==> src/rtl/cam_pkt_scheduler.sv <==
// Packetizer between the camera FIFO and the GigE transmit path: waits for a full
// payload and a ready MAC, then emits one header word followed by PKT_WORDS FIFO words.
module cam_pkt_scheduler #(
    parameter int PKT_WORDS  = 128,
    parameter int GAP_CYCLES = 12,
    parameter int FIFO_CNT_W = 11
) (
    input  logic                  clk_125M,
    input  logic                  rst_n,
    input  logic                  enable,
    input  logic                  frame_start,
    input  logic [FIFO_CNT_W-1:0] fifo_rd_count,
    input  logic [63:0]           fifo_rd_data,
    output logic                  fifo_rd_en,
    input  logic                  tx_ready,
    output logic                  tx_valid,
    output logic [63:0]           tx_data,
    output logic                  tx_sop,
    output logic                  tx_eop,
    output logic [15:0]           FS_mark,
    output logic [15:0]           pkt_seq,
    output logic                  busy,
    output logic                  overrun
);

    localparam int PKT_CLOG = $clog2(PKT_WORDS);
    localparam int GAP_CLOG = $clog2(GAP_CYCLES);
    localparam int CNT_W    = ((PKT_CLOG > GAP_CLOG) ? PKT_CLOG : GAP_CLOG) + 1;

    localparam logic [CNT_W-1:0] PKT_LAST = CNT_W'(PKT_WORDS - 1);
    localparam logic [CNT_W-1:0] RD_LAST  = CNT_W'(PKT_WORDS - 2);
    localparam logic [CNT_W-1:0] GAP_LAST = CNT_W'(GAP_CYCLES - 1);
    localparam logic [15:0]      PKT_LEN  = 16'(PKT_WORDS);

    typedef enum logic [2:0] {
        IDLE,
        WAIT,
        HDR,
        PAYLOAD,
        GAP
    } state_t;

    state_t           state_reg, state_next;
    logic [CNT_W-1:0] cnt_reg, cnt_next;
    logic             rd_en_next;
    logic             flag_reg;
    logic             start;
    logic             apply;
    logic             cnt_last_pkt;
    logic             cnt_last_gap;

    assign start        = enable && tx_ready && (32'(fifo_rd_count) >= 32'(PKT_WORDS));
    assign cnt_last_pkt = (cnt_reg == PKT_LAST);
    assign cnt_last_gap = (cnt_reg == GAP_LAST);
    // Frame marks never change mid-packet, so a header and its payload always agree.
    assign apply        = flag_reg && (state_reg == IDLE || state_reg == WAIT || state_reg == GAP);

    always_comb begin
        state_next = state_reg;
        cnt_next   = cnt_reg;
        rd_en_next = 1'b0;
        case (state_reg)
            IDLE: begin
                if (enable) state_next = WAIT;
            end
            WAIT: begin
                if (!enable) begin
                    state_next = IDLE;
                end else if (start) begin
                    state_next = HDR;
                    rd_en_next = 1'b1;
                end
            end
            HDR: begin
                state_next = PAYLOAD;
                cnt_next   = '0;
                rd_en_next = 1'b1;
            end
            PAYLOAD: begin
                // The read strobe leads the payload by one cycle, so it drops one word early.
                rd_en_next = (cnt_reg < RD_LAST);
                if (cnt_last_pkt) begin
                    state_next = GAP;
                    cnt_next   = '0;
                end else begin
                    cnt_next = cnt_reg + 1'b1;
                end
            end
            GAP: begin
                if (cnt_last_gap) begin
                    state_next = enable ? WAIT : IDLE;
                    cnt_next   = '0;
                end else begin
                    cnt_next = cnt_reg + 1'b1;
                end
            end
            default: begin
                state_next = IDLE;
                cnt_next   = '0;
            end
        endcase
    end

    always_ff @(posedge clk_125M or negedge rst_n) begin
        if (!rst_n) begin
            state_reg  <= IDLE;
            cnt_reg    <= '0;
            fifo_rd_en <= 1'b0;
            flag_reg   <= 1'b0;
            FS_mark    <= '0;
            pkt_seq    <= '0;
            overrun    <= 1'b0;
        end else begin
            state_reg  <= state_next;
            cnt_reg    <= cnt_next;
            fifo_rd_en <= rd_en_next;

            // A pulse in the apply cycle belongs to a newer frame and re-arms the flag.
            if (apply) begin
                flag_reg <= frame_start;
                FS_mark  <= FS_mark + 16'd1;
                pkt_seq  <= '0;
            end else begin
                if (frame_start) flag_reg <= 1'b1;
                if (tx_eop) pkt_seq <= pkt_seq + 16'd1;
            end

            if (!enable) begin
                overrun <= 1'b0;
            end else if (&fifo_rd_count) begin
                overrun <= 1'b1;
            end
        end
    end

    assign tx_valid = (state_reg == HDR) || (state_reg == PAYLOAD);
    assign tx_sop   = (state_reg == HDR);
    assign tx_eop   = (state_reg == PAYLOAD) && cnt_last_pkt;
    assign busy     = (state_reg == HDR) || (state_reg == PAYLOAD) || (state_reg == GAP);

    always_comb begin
        tx_data = '0;
        if (state_reg == HDR) begin
            tx_data = {FS_mark, pkt_seq, PKT_LEN, 16'hA55A};
        end else if (state_reg == PAYLOAD) begin
            tx_data = fifo_rd_data;
        end
    end

endmodule

==> config.mk <==
export PLATFORM = sky130hd
export DESIGN_NAME = cam_pkt_scheduler
export DESIGN_NICKNAME = d
export VERILOG_FILES = /design/src/rtl/cam_pkt_scheduler.sv
export SDC_FILE = /design/constraint.sdc
export NUM_CORES = 1
export LEC_CHECK = 0
export ABC_CLOCK_PERIOD_IN_PS = 3450
export CAP_MARGIN = 20
export CORE_UTILIZATION = 42
export CTS_BUF_LIST = sky130_fd_sc_hd__clkbuf_2 sky130_fd_sc_hd__clkbuf_4 sky130_fd_sc_hd__clkbuf_8
export DETAILED_ROUTE_END_ITERATION = 10
export PLACE_DENSITY = 0.88
export SYNTH_ARGS = -nofsm -noshare
export SYNTH_HDL_FRONTEND = slang
export SYNTH_SLANG_ARGS = --single-unit
==> constraint.sdc <==
create_clock -name clk_125M -period 3.45 [get_ports clk_125M]
set_clock_uncertainty 0.2 [all_clocks]
set_input_delay 0.5175 -clock clk_125M [delete_from_list [all_inputs] [get_ports clk_125M]]
set_output_delay 0.5175 -clock clk_125M [all_outputs]
set_load 0.005 [all_outputs]
==> impl_metrics.env, run 1 <==
export IMPL_status="complete, no violations"
export IMPL_ant_nets=0
export IMPL_finalCritPeriodShare_pct=89.4
export IMPL_worstMarginPinSlew_ns=0.681
export IMPL_final_fill_count=599
export IMPL_cts_tree="built"
export IMPL_max_cap_violations=0
export IMPL_min_path_type="flop to flop"
export IMPL_synthesis_area_um2=3110
export IMPL_crit_fanout=23
export IMPL_hp_start="overrun"
export IMPL_synth_top_area_share_pct=37.0
export IMPL_grt_pass1_wl_um=14900
export IMPL_gp_congestion=0.901
export IMPL_clkTransAtPathRegs_ns=0.09
export IMPL_dr_wl_met2_um=4780
export IMPL_power_leakage_nw=2.29
export IMPL_grt_pass1_vias=3291
export IMPL_pin_count=182
export IMPL_n_antenna_cell=0
export IMPL_top_layer="met4"
export IMPL_r2r_slack_ns=1.01
export IMPL_cts_buffers=5
export IMPL_worstHoldEndpoint="overrun"
export IMPL_synth_top_area_cell="dfrtp_1"
export IMPL_fp_dieW_um=88.1
export IMPL_core_um2=7210
export IMPL_cp_arrival_ns=2.37
export IMPL_cp_required_ns=2.73
export IMPL_worstSetupStartpoint="state_reg[0]"
export IMPL_syn_area_per_cell_um2=8.72
export IMPL_grt_max_degree=47
export IMPL_route_detailed_drc=0
export IMPL_rows=31
export IMPL_die_area_um2=7760
export IMPL_fmax_mhz=324
export IMPL_synthMuxAreaShare_pct=10.6
export IMPL_start_util_pct=43.1
export IMPL_syn_inst=357
export IMPL_vias=3397
export IMPL_place_hpwl_um=7220
export IMPL_reg2reg_depth=4
export IMPL_fin_crit_ns=3.08
export IMPL_syn_to_final_growth_pct=63.9
export IMPL_regArea_um2=1150
export IMPL_track_usage_pct=24.4
export IMPL_cts_sinks=46
export IMPL_wl_met3_um=839
export IMPL_met1_length_um=3600
export IMPL_cts_setup_buffers=0
export IMPL_synthAdderAreaFrac_pct=1.21
export IMPL_yosysWarnings=0
export IMPL_antenna_found_initial=0
export IMPL_grt_ovfl_total=0
export IMPL_port_buffers=181
export IMPL_fin_setup_tns_ns=0
export IMPL_r2r_end="pkt_seq[10]"
export IMPL_yosysSeqAreaShare_pct=37.0
export IMPL_vias_per_cell=5.38
export IMPL_clockBufferDepth=2
export IMPL_p_per_area_nw_per_um2=229
export IMPL_synth_most_common_cell="dfrtp_1"
export IMPL_synth_compound_area_share_pct=12.4
export IMPL_netlist_top_cells_count="dfrtp_1, nor2_1, mux2i_1"
export IMPL_synth_top_family_by_area="simple AND/OR/NAND/NOR gates"
export IMPL_ys_flop_type="dfrtp_1"
export IMPL_multi_input_area_um2=1810
export IMPL_slew_violations=0
export IMPL_wl_per_cell_um=14.9
export IMPL_synthSimpleGateAreaFrac_pct=28.8
export IMPL_synth_nets=440
export IMPL_hold_viol_final=0
export IMPL_clk_latency_ns=0.30
export IMPL_critPathKind="flop to output port"
export IMPL_rsz0062_at_grt="no"
export IMPL_drive_above_1_share_pct=3.57
export IMPL_setup_viol=0
export IMPL_synth_xor_area_share_pct=5.07
export IMPL_cts_root_buf="clkbuf_8"
export IMPL_async_reset_ff_share_pct=100
export IMPL_synth_cell_types=45
export IMPL_ctsResizeCount=0
export IMPL_ir_worst_vdd_v=0.000189
export IMPL_synth_top_cells_by_area="dfrtp_1, mux2i_1, nor2_1, and2_1, nand2_1"
export IMPL_hold_depth=1
export IMPL_dr_pass1_iters=4
export IMPL_die_h_um=88.1
export IMPL_wirelength_um=9370
export IMPL_fin_nets=614
export IMPL_drtIter0Drc=157
export IMPL_utilization_pct=70.7
export IMPL_synth_edf_count=0
export IMPL_max_slew_margin_rel_pct=54.0
export IMPL_end_kind="output port"
export IMPL_r2r_start="state_reg[0]"
export IMPL_synth_seq_cells=46
export IMPL_cts_max_level=2
export IMPL_cp_start_kind="flop"
==> stage by stage <==
stage | area [um^2] | hold slack, ns | setup WS [ns] | power (mW) | instances
2_1_floorplan | 3110 | 0.0219 | 1.43 | 0.590 | 357
3_3_place_gp | 4960 | 0.276 | 0.773 | 0.764 | 621
3_5_place_dp | 4960 | 0.288 | 0.691 | 0.769 | 621
4_1_cts | 5070 | 0.224 | 0.360 | 1.17 | 629
5_1_grt | 5100 | 0.334 | 0.230 | 1.22 | 631
6_report | 5100 | 0.302 | 0.367 | 1.17 | 631
==> routing by layer <==
layer | global-route usage (%) | vias up
li1 | - | 1621
met1 | 27.7 | 1594
met2 | 44.6 | 168
met3 | 6.50 | 14
met4 | 7.62 | 0
met5 | 0 | -
==> placed cells by master, fill, tap and decap left out, types with 4 or more instances in the layout <==
master           count
mux2i_1             33
clkdlybuf4s50_1    180
or3_1                4
nor3_1               6
and4_1               4
nand4_1             10
and2_1              25
o31ai_1              7
xnor2_1             11
nor2_1              43
dfrtp_1             45
inv_1               11
nand3_1             15
or4_1                9
a21oi_1             17
o21ai_0             11
xor2_1               7
nand2_1             31
o211ai_1             4
clkbuf_8             5
nor4_1               4
o21a_1              11
==> worst max-delay path by stage <==
stage                  end  slack, ns
6_report        tx_data[6]       0.37
5_1_grt             tx_eop       0.23
4_1_cts         tx_data[6]       0.36
3_5_place_dp    tx_data[6]       0.69
3_3_place_gp          busy       0.77
2_1_floorplan  tx_data[10]       1.43
==> cells by family after synthesis <==
group | after synthesis
adder cells (fa/ha/maj) | 3
multiplexers | 33
AO/OA/AOI/OAI | 60
XOR/XNOR | 18
flip-flops | 46
buffers and inverters | 30
AND/OR/NAND/NOR | 167
==> critical path, stage by stage (launching register included) <==
cell	delay (ns)
dfrtp_2	0.70
buf_4	0.43
inv_1	0.25
o21a_1	0.23
clkdlybuf4s50_1	0.45
==> area by class of cell <==
cell class              count  share of cell area [%]
clock inverters             3                   0.859
flip-flops and latches     46                    22.6
well taps                  99                    2.43
multi-input cells         281                    35.5
inverters                  11                   0.810
repair buffers            186                    36.5
clock buffers               5                    1.35
==> timing repair <==
item / CTS / global route
hold buffers: 0 / 1
endpoints found under the setup margin: 0 / 0
endpoints found under the hold margin: 0 / 3
==> report_power, final <==
part / total (mW) / internal [mW] / leakage (nW) / switching, mW
logic: 0.222 / 0.162 / 1.62 / 0.0594
registers: 0.539 / 0.539 / 0.612 / 0.00000372
clock network: 0.409 / 0.217 / 0.0585 / 0.192
No activity file was read; power rests on OpenSTA's default activity.
==> inputs of run 2 (changes only) <==
- TNS_END_PERCENT: default -> 10
==> results of run 2 <==
The final DEF is identical to that of run 1; final timing and power are the same.
==> inputs of run 3 (changes only) <==
- CORE_MARGIN: default -> 10
==> impl_metrics.env, run 3 (synthesis gave the netlist of run 1 again) <==
export IMPL_status="complete, no violations"
export IMPL_grt_max_degree=47
export IMPL_port_buffers=181
export IMPL_cts_setup_buffers=0
export IMPL_cp_cell_sequence="and3b_2 -> nand3_4 -> inv_1 -> clkdlybuf4s50_1"
export IMPL_fin_crit_ns=3.12
export IMPL_r2r_start="state_reg[0]"
export IMPL_cp_start_kind="flop"
export IMPL_die_area_um2=11300
export IMPL_pin_count=182
export IMPL_n_antenna_cell=0
export IMPL_place_hpwl_um=9020
export IMPL_netSwitchingFraction_pct=20.6
export IMPL_slowest_stage="dfrtp_2"
export IMPL_hold_buffers=0
export IMPL_cts_max_level=2
export IMPL_drive_above_1_share_pct=3.57
export IMPL_hp_start="overrun"
export IMPL_syn_to_final_growth_pct=64.1
export IMPL_route_detailed_drc=0
export IMPL_gp_congestion=0.879
export IMPL_clkTransAtPathRegs_ns=0.08
export IMPL_clockPowerShare_pct=35.0
export IMPL_power_mw=1.18
export IMPL_cts_buffers=5
export IMPL_path_delay_family="simple AND/OR/NAND/NOR gates"
export IMPL_seq_power_share_pct=45.8
export IMPL_cts_tree="built"
export IMPL_critPathKind="flop to output port"
export IMPL_power_leakage_nw=2.30
export IMPL_dr_pass1_iters=4
export IMPL_clk_latency_ns=0.30
export IMPL_grt_ovfl_total=0
export IMPL_p_per_area_nw_per_um2=230
export IMPL_wl_per_cell_um=17.6
export IMPL_end_kind="output port"
export IMPL_wirelength_um=11100
export IMPL_drtIter0Drc=187
export IMPL_fp_dieW_um=106
export IMPL_hold_viol_final=0
export IMPL_pwr_share_comb_pct=19.2
export IMPL_dr_wl_met2_um=5720
export IMPL_slew_violations=0
export IMPL_core_um2=7210
export IMPL_fin_setup_tns_ns=0
export IMPL_holdWs_ns=0.312
export IMPL_setup_viol=0
export IMPL_crit_fanout=29
export IMPL_cp_arrival_ns=2.40
export IMPL_track_usage_pct=19.0
export IMPL_vias=3374
export IMPL_cp_required_ns=2.73
export IMPL_wl_met3_um=884
export IMPL_ir_worst_vdd_v=0.000214
export IMPL_rows=31
export IMPL_finalCritPeriodShare_pct=90.5
export IMPL_antenna_found_initial=0
export IMPL_max_cap_violations=0
export IMPL_worstSetupStartpoint="state_reg[0]"
export IMPL_rsz0062_at_grt="no"
export IMPL_worstMarginPinSlew_ns=0.821
export IMPL_die_h_um=106
export IMPL_grt_pass1_vias=3492
export IMPL_ctsResizeCount=0
export IMPL_grt_pass1_wl_um=17900
export IMPL_slowest_delay_ns=0.73
export IMPL_fin_nets=615
export IMPL_layout_commonest_cell="clkdlybuf4s50_1"
export IMPL_p_int_mw=0.933
export IMPL_vias_per_cell=5.35
export IMPL_clockBufferDepth=2
export IMPL_p_sw_mw=0.242
export IMPL_cts_sinks=46
export IMPL_top_layer="met4"
export IMPL_cts_root_buf="clkbuf_8"
export IMPL_max_slew_margin_rel_pct=44.5
export IMPL_start_util_pct=43.1
export IMPL_fmax_mhz=320
export IMPL_crit_buf_inv=2
export IMPL_met1_length_um=4270
export IMPL_final_cell_mix="clkdlybuf4s50_1, dfrtp_1, nor2_1, mux2i_1, nand2_1"
export IMPL_ant_nets=0
export IMPL_min_path_type="flop to flop"
[run 3: cell types whose count changed in the layout (fill, tap and decap cells not counted), sizes merged]
cell | previous run | this run
clkinv | 1 | 0
clkbuf | 5 | 6
buf | 5 | 6
inv | 12 | 11
[run 3: per-stage QoR]
step	worst slack (ns)	cell area [um^2]	instances	utilization, %
5_1_grt	0.185	5110	631	70.8
4_1_cts	0.333	5080	629	70.4
6_report	0.329	5110	631	70.8
3_3_place_gp	0.709	4960	622	68.8
3_5_place_dp	0.670	4960	622	68.8
2_1_floorplan	1.43	3110	357	-
[run 3: final timing paths]
| kind | cells after the start | slack [ns] | to |
|---|---|---|---|
| min in group asynchronous | 2 | 0.38 | pkt_seq[15] |
| worst min register to register | 1 | 0.31 | overrun |
| max in group asynchronous | 3 | 2.21 | state_reg[0] |
| worst max register to register | 4 | 0.93 | pkt_seq[14] |
| worst max-delay path | 4 | 0.33 | tx_eop |
| worst min-delay path | 1 | 0.31 | overrun |
[run 3: layout make-up]
class                           count  area [um^2]
Tap cell                           99          124
Inverter                           11         41.3
Timing Repair Buffer              187         1870
Multi-Input combinational cell    281         1810
Clock inverter                      1         30.0
Fill cell                         582         2110
Sequential cell                    46         1150
Clock buffer                        6         82.6
[run 3: per-layer routing]
layer	vias up	GRT usage (%)
li1	1621	-
met1	1599	20.9
met2	136	33.8
met3	18	7.25
met4	0	4.84
met5	-	0
[run 3: power groups by stage]
stage,sequential [mW],clock (mW),combinational (mW)
after global routing,0.539,0.443,0.244
after floorplan,0.550,0,0.0404
after CTS,0.539,0.415,0.226
after global placement,0.549,0,0.219
final,0.539,0.412,0.225
after detailed placement,0.549,0,0.225
